## config.mk

```make
export PLATFORM = sky130hd
export DESIGN_NAME = bp_input_conditioner
export DESIGN_NICKNAME = d
export VERILOG_FILES = /design/src/rtl/bp_input_conditioner.sv
export SDC_FILE = /design/constraint.sdc
export NUM_CORES = 1
export LEC_CHECK = 0
export CAP_MARGIN = 20
export CORE_AREA = 2 2 110 112
export CTS_BUF_LIST = sky130_fd_sc_hd__clkbuf_16
export CTS_CLUSTER_DIAMETER = 200
export DETAILED_ROUTE_END_ITERATION = 16
export DIE_AREA = 0 0 112 114
export PLACE_DENSITY = 0.8
export SYNTH_ARGS = -nofsm -noshare
export SYNTH_HDL_FRONTEND = slang
export SYNTH_SLANG_ARGS = --single-unit
```

## constraint.sdc

```tcl
create_clock -name clk_49m -period 3.5 [get_ports clk_49m]
set_input_delay 0.7 -clock clk_49m [delete_from_list [all_inputs] [get_ports clk_49m]]
set_output_delay 0.7 -clock clk_49m [all_outputs]
set_load 0.03 [all_outputs]
```

## src/rtl/bp_input_conditioner.sv

```systemverilog
// -----------------------------------------------------------------------------
// bp_input_conditioner
//
// Turns raw, active-high player inputs (keyboard or joystick) into the
// conditioned control bytes expected by the Blue Print core.
//   * Direction, fire and start bits are debounced against a 1 ms tick.
//   * Each coin input becomes fixed-width pulses separated by a minimum low
//     gap. Up to three extra coins are queued while a pulse is in progress.
//   * A wrapping 8-bit counter records every coin pulse issued.
//
// Ports
//   clk_49m      in   1  system clock
//   reset        in   1  asynchronous active-low reset
//   pause        in   1  1 = freeze all timers; outputs hold
//   raw_p1       in   8  {down,up,right,left,fire,x,start,coin}; bit 2 ignored
//   raw_p2       in   8  same layout for player 2
//   p1_controls  out  8  conditioned P1 byte; bit 2 always 0
//   p2_controls  out  8  conditioned P2 byte; bit 2 always 0
//   coin_count   out  8  coin pulses issued, both players, wraps
// -----------------------------------------------------------------------------
module bp_input_conditioner #(
   parameter int TICK_DIV      = 49152,
   parameter int DEBOUNCE_MS   = 4,
   parameter int COIN_PULSE_MS = 100,
   parameter int COIN_GAP_MS   = 50
) (
   input  logic       clk_49m,
   input  logic       reset,
   input  logic       pause,
   input  logic [7:0] raw_p1,
   input  logic [7:0] raw_p2,
   output logic [7:0] p1_controls,
   output logic [7:0] p2_controls,
   output logic [7:0] coin_count
);

   localparam int PRE_W   = (TICK_DIV > 1) ? $clog2(TICK_DIV) : 1;
   localparam int DB_W    = $clog2(DEBOUNCE_MS + 1);
   localparam int TMR_MAX = (COIN_PULSE_MS > COIN_GAP_MS) ? COIN_PULSE_MS : COIN_GAP_MS;
   localparam int TMR_W   = $clog2(TMR_MAX + 1);

   localparam logic [PRE_W-1:0] PRE_LAST   = PRE_W'(TICK_DIV - 1);
   localparam logic [DB_W-1:0]  DB_LAST    = DB_W'(DEBOUNCE_MS - 1);
   localparam logic [TMR_W-1:0] PULSE_LAST = TMR_W'(COIN_PULSE_MS - 1);
   localparam logic [TMR_W-1:0] GAP_LAST   = TMR_W'(COIN_GAP_MS - 1);
   // Bit 2 is unused on the cabinet; masking it at the input keeps its
   // stable register at 0 permanently.
   localparam logic [7:0]       RAW_MASK   = 8'b1111_1011;

   typedef enum logic [1:0] {
      COIN_IDLE  = 2'd0,
      COIN_PULSE = 2'd1,
      COIN_GAP   = 2'd2
   } coin_state_t;

   logic [PRE_W-1:0] presc_r;
   logic             tick_s;

   logic [7:0]       raw_s       [2];
   logic [7:0]       stable_r    [2];
   logic [DB_W-1:0]  db_cnt_r    [2][8];

   logic [1:0]       coin_prev_r;
   logic [1:0]       coin_edge_s;

   coin_state_t      coin_state_r [2];
   logic [TMR_W-1:0] coin_tmr_r   [2];
   logic [1:0]       pend_r       [2];
   logic [1:0]       pend_eff_s   [2];
   logic [1:0]       coin_out_r;
   logic [1:0]       start_s;
   logic [1:0]       pulse_done_s;
   logic [1:0]       gap_done_s;

   logic [7:0]       coin_count_r;

   // The tick fires on the last prescaler count; pause suppresses it.
   assign tick_s = !pause && (presc_r == PRE_LAST);

   // Prescaler: free-running 0..TICK_DIV-1, held while paused.
   always_ff @(posedge clk_49m or negedge reset) begin
      if (!reset) begin
         presc_r <= '0;
      end else if (tick_s) begin
         presc_r <= '0;
      end else if (!pause) begin
         presc_r <= presc_r + PRE_W'(1);
      end else begin
         presc_r <= presc_r;
      end
   end

   // Mask the unused bit on both player inputs.
   always_comb begin
      raw_s[0] = raw_p1 & RAW_MASK;
      raw_s[1] = raw_p2 & RAW_MASK;
   end

   // Per-bit debounce: a change must survive DEBOUNCE_MS ticks to be accepted.
   always_ff @(posedge clk_49m or negedge reset) begin
      if (!reset) begin
         for (int p = 0; p < 2; p++) begin
            for (int b = 0; b < 8; b++) begin
               stable_r[p][b] <= 1'b0;
               db_cnt_r[p][b] <= '0;
            end
         end
      end else begin
         for (int p = 0; p < 2; p++) begin
            for (int b = 0; b < 8; b++) begin
               if (raw_s[p][b] == stable_r[p][b]) begin
                  db_cnt_r[p][b] <= '0;
               end else if (tick_s) begin
                  if (db_cnt_r[p][b] == DB_LAST) begin
                     stable_r[p][b] <= raw_s[p][b];
                     db_cnt_r[p][b] <= '0;
                  end else begin
                     db_cnt_r[p][b] <= db_cnt_r[p][b] + DB_W'(1);
                  end
               end
            end
         end
      end
   end

   // Previous debounced coin level, for rising-edge detection.
   always_ff @(posedge clk_49m or negedge reset) begin
      if (!reset) begin
         coin_prev_r <= 2'b00;
      end else begin
         coin_prev_r <= {stable_r[1][0], stable_r[0][0]};
      end
   end

   assign coin_edge_s = {stable_r[1][0], stable_r[0][0]} & ~coin_prev_r;

   // Coin FSM transition decode. pend_eff_s is the queue after counting any
   // edge this cycle, so an edge coinciding with the gap exit is queued and
   // then consumed in the same cycle.
   always_comb begin
      for (int p = 0; p < 2; p++) begin
         pulse_done_s[p] = 1'b0;
         gap_done_s[p]   = 1'b0;
         start_s[p]      = 1'b0;
         if (coin_edge_s[p] && (pend_r[p] != 2'd3)) begin
            pend_eff_s[p] = pend_r[p] + 2'd1;
         end else begin
            pend_eff_s[p] = pend_r[p];
         end
         case (coin_state_r[p])
            COIN_IDLE: begin
               start_s[p] = coin_edge_s[p];
            end
            COIN_PULSE: begin
               pulse_done_s[p] = tick_s && (coin_tmr_r[p] == PULSE_LAST);
            end
            COIN_GAP: begin
               gap_done_s[p] = tick_s && (coin_tmr_r[p] == GAP_LAST);
               start_s[p]    = gap_done_s[p] && (pend_eff_s[p] != 2'd0);
            end
            default: begin
               start_s[p] = 1'b0;
            end
         endcase
      end
   end

   // Coin pulse shaper, one independent FSM per player.
   always_ff @(posedge clk_49m or negedge reset) begin
      if (!reset) begin
         for (int p = 0; p < 2; p++) begin
            coin_state_r[p] <= COIN_IDLE;
            coin_tmr_r[p]   <= '0;
            pend_r[p]       <= 2'd0;
            coin_out_r[p]   <= 1'b0;
         end
      end else begin
         for (int p = 0; p < 2; p++) begin
            case (coin_state_r[p])
               COIN_IDLE: begin
                  if (start_s[p]) begin
                     coin_state_r[p] <= COIN_PULSE;
                     coin_tmr_r[p]   <= '0;
                     coin_out_r[p]   <= 1'b1;
                  end
               end
               COIN_PULSE: begin
                  pend_r[p] <= pend_eff_s[p];
                  if (pulse_done_s[p]) begin
                     coin_state_r[p] <= COIN_GAP;
                     coin_tmr_r[p]   <= '0;
                     coin_out_r[p]   <= 1'b0;
                  end else if (tick_s) begin
                     coin_tmr_r[p] <= coin_tmr_r[p] + TMR_W'(1);
                  end
               end
               COIN_GAP: begin
                  if (start_s[p]) begin
                     pend_r[p]       <= pend_eff_s[p] - 2'd1;
                     coin_state_r[p] <= COIN_PULSE;
                     coin_tmr_r[p]   <= '0;
                     coin_out_r[p]   <= 1'b1;
                  end else if (gap_done_s[p]) begin
                     pend_r[p]       <= pend_eff_s[p];
                     coin_state_r[p] <= COIN_IDLE;
                     coin_tmr_r[p]   <= '0;
                  end else begin
                     pend_r[p] <= pend_eff_s[p];
                     if (tick_s) begin
                        coin_tmr_r[p] <= coin_tmr_r[p] + TMR_W'(1);
                     end
                  end
               end
               default: begin
                  coin_state_r[p] <= COIN_IDLE;
                  coin_tmr_r[p]   <= '0;
                  pend_r[p]       <= 2'd0;
                  coin_out_r[p]   <= 1'b0;
               end
            endcase
         end
      end
   end

   // Coin counter: +1 per FSM entering PULSE, so simultaneous starts add 2.
   always_ff @(posedge clk_49m or negedge reset) begin
      if (!reset) begin
         coin_count_r <= 8'd0;
      end else begin
         coin_count_r <= coin_count_r + {7'd0, start_s[0]} + {7'd0, start_s[1]};
      end
   end

   assign p1_controls = {stable_r[0][7:3], 1'b0, stable_r[0][1], coin_out_r[0]};
   assign p2_controls = {stable_r[1][7:3], 1'b0, stable_r[1][1], coin_out_r[1]};
   assign coin_count  = coin_count_r;

endmodule

```

==> flow_summary.yaml <==
run_status:
  status: "completed"
critical_path:
  crit_buf_inv: 1
  path_class: "register to register"
  cp.arrival_ps: 3570
  critPathCaptureType: "register"
  r2r_slack_ps: 170
  startpoint_type: "register"
  worst_path_dominant_cell_family: "simple AND/OR/NAND/NOR gates"
  critical_path_peak_fanout: 3
  reg2reg_to: "coin_count[6]"
  regToRegStartpoint: "pend_r[2]"
  path_common_cell: "ha_1"
  reg2reg_depth: 13
  crit_chain: "ha_1 > nor2_1 > xnor2_1 > ha_1 > or4bb_1 > nor4_2 > a21boi_1 > fa_1 > inv_1 > ha_1 > and3_1 > nand3_1 > xnor2_1"
  critPathMaxStageDelay_ps: 490
  crit_slowest_cell: "or4bb_1"
  cp.required_ps: 3740
place:
  dpl.hpwl_mm: 7.49
  portBuffers: 38
  gp_congestion: 0.847
  dp_slack_ps: 154
logic_synthesis:
  async_flop_share_pct: 100
  syn_avg_cell_area_um2: 10.0
  synth-seq-cells: 106
  ys_warn_count: 0
  synth_area_leader_cell: "dfrtp_1"
  synth_cells: 564
  synthTopCellsByCount: "dfrtp_1 (106), nand2_1 (63), a21oi_1 (55)"
  synth_flop_cell: "dfrtp_1"
  yosysMostFrequentCell: "dfrtp_1"
  netlist_area_um2: 5650
  synth_top_cells_by_area: "dfrtp_1 (47%), ha_1 (7.1%), a21oi_1 (4.9%), nand2_1 (4.2%), xnor2_1 (3.9%)"
  synth_edf_count: 0
  synth.distinct_cells: 55
  ys_seq_area_share_pct: 46.9
  synthDominantCellAreaShare_pct: 46.9
drt:
  wl_mm: 10.7
  vias: 4090
  first_pass_iters: 4
  final_antenna_net_count: 0
  drc: 0
  viasPerCell: 5.48
  wl_per_cell_um: 14.4
  drt_iter0_drc: 159
timing:
  clock_skew_ps: 8.23
  finalSetupViolCount: 0
  worstMarginPinSlew_ps: 962
  rsz0062_at_grt: "no"
  slew_viol_final: 0
  tns_ps: 0
  fin_crit_sh_pct: 95.1
  fmax_mhz: 300
  slew_headroom_pct: 35.9
  layout_min_cycle_time_ps: 3330
  hold_viol_final: 0
  setup_ws_ps: 171
floorplan:
  fp-row-count: 40
  die_x_um: 112
  die_h_um: 114
  core_area_um2: 11700
  die_area_um2: 12800
  start_util_pct: 48.2
  io_pins: 43
cts:
  cts_tree: "done"
  path_clk_slew_ps: 70
  cts_inserted_buffers: 9
  cts-resized-gates: 0
  cts_setup_buffers: 0
  worstSkewPairLatency_ps: 350
  h-tree-depth: 3
  cts_root_buf: "clkbuf_16"
  clock-sinks: 106
  ctsHoldBuffers: 0
  clk_path_buf_depth: 2
finish:
  antenna_cells: 0
  post_route_cells_drive_above_1_share_pct: 9.02
  multi_input_area_um2: 2780
  fin_nets: 647
  area_growth_syn_to_layout_pct: 14.1
  fillers: 1002
  seq_area_um2: 2650
grt:
  grt.total_usage_pct: 18.1
  grt_start_max_net_pins: 107
  grt_pass1_wl_mm: 19.0
  grt_pass1_vias: 4265
  grt_antenna_before_repair: 0
  grt-ovfl-total: 0
power_and_ir_drop:
  ir_drop_uv: 318
  p_leak_uw: 0.00291
  power_density_nw_per_um2: 376
  power_uw: 2420
min_path:
  hold_path.class: "input pin to async pin"
flow_run:
  maxCapViolations: 0
[sequential cells by signal (all words and copies together) (netlist names)]
signal        flops
coin_count        8
coin_out_r        2
coin_prev_r       2
coin_state_r      4
coin_tmr_r       14
db_cnt_r         42
p1_controls       6
p2_controls       6
pend_r            4
presc_r          16
stable_r          2
[layout make-up]
| type | count | area share (%) |
|---|---|---|
| clock buffers | 9 | 3.49 |
| repair buffers | 47 | 7.10 |
| inverters | 19 | 1.11 |
| well taps | 147 | 2.85 |
| flip-flops and latches | 106 | 41.1 |
| multi-input cells | 412 | 43.1 |
| clock inverters | 6 | 1.16 |
[worst register-to-register path: cells and delay by family (launching register included)]
family | cells | cell delay [ps]
buffers and inverters | 1 | 70
AO/OA/AOI/OAI | 1 | 160
AND/OR/NAND/NOR | 5 | 1290
XOR/XNOR | 2 | 290
adder cells (fa/ha/maj) | 4 | 1000
flip-flops | 1 | 410
[cell usage in the layout, fill, tap and decap left out, types with 2 or more instances in the layout]
cell	count
dfrtp_1	106
nand2_1	63
a21oi_1	55
clkdlybuf4s50_1	37
nor2_1	34
ha_1	32
nand2b_1	29
xnor2_1	25
nand3_1	21
inv_1	19
o21ai_0	16
mux2_2	16
mux2i_1	12
xor2_1	11
nand3b_1	11
and3_1	10
clkbuf_16	9
buf_4	9
nor2b_1	7
nand4_1	7
nor3_1	6
or4_1	6
or3_1	4
or2_2	3
a31oi_1	3
o31ai_1	3
and4_4	2
and3b_1	2
o41a_1	2
o31a_1	2
a21o_1	2
nor4_1	2
a221oi_1	2
conb_1	2
inv_8	2
[through the flow]
step,cells,area (um^2),hold WS (ps),util (%)
2_1_floorplan,565,5650,404,-
3_3_place_gp,731,6150,432,52.5
3_5_place_dp,731,6150,447,52.5
4_1_cts,746,6450,450,55.0
5_1_grt,746,6450,478,55.0
6_report,746,6450,390,55.0
[layer usage]
layer	share of wire (%)	wire [um]	vias to the layer above	global-route usage [%]
li1	-	-	1994	-
met3	3.8	410	9	4.52
met1	43	4650	2017	20.6
met5	0	0	-	0
met2	52	5580	70	34.1
met4	0.95	102	0	4.63
[cell families after synthesis]
kind of cell / count (synthesis) / share of synthesized area [%]
XOR/XNOR: 36 / 5.58
AO/OA/AOI/OAI: 91 / 9.52
multiplexers: 29 / 5.58
buffers and inverters: 47 / 4.05
flip-flops: 106 / 46.9
adder cells (fa/ha/maj): 33 / 7.44
other: 1 / 0.0664
AND/OR/NAND/NOR: 221 / 20.8
[worst max path at each step]
stage,from,endpoint,slack [ps],cells past startpoint
2_1_floorplan,pend_r[2],coin_count[6],290,13
3_3_place_gp,pause,coin_count[6],190,10
3_5_place_dp,pend_r[2],coin_count[6],150,13
4_1_cts,pend_r[2],coin_count[6],130,13
5_1_grt,pend_r[2],coin_count[6],5,13
6_report,pend_r[2],coin_count[6],170,13
[power by group]
part	internal [uW]	switching (uW)
clock network	563	468
registers	1250	25.0
logic	51.2	62.2
total	1870	555
Note: power is estimated with default switching activity, not from simulation.
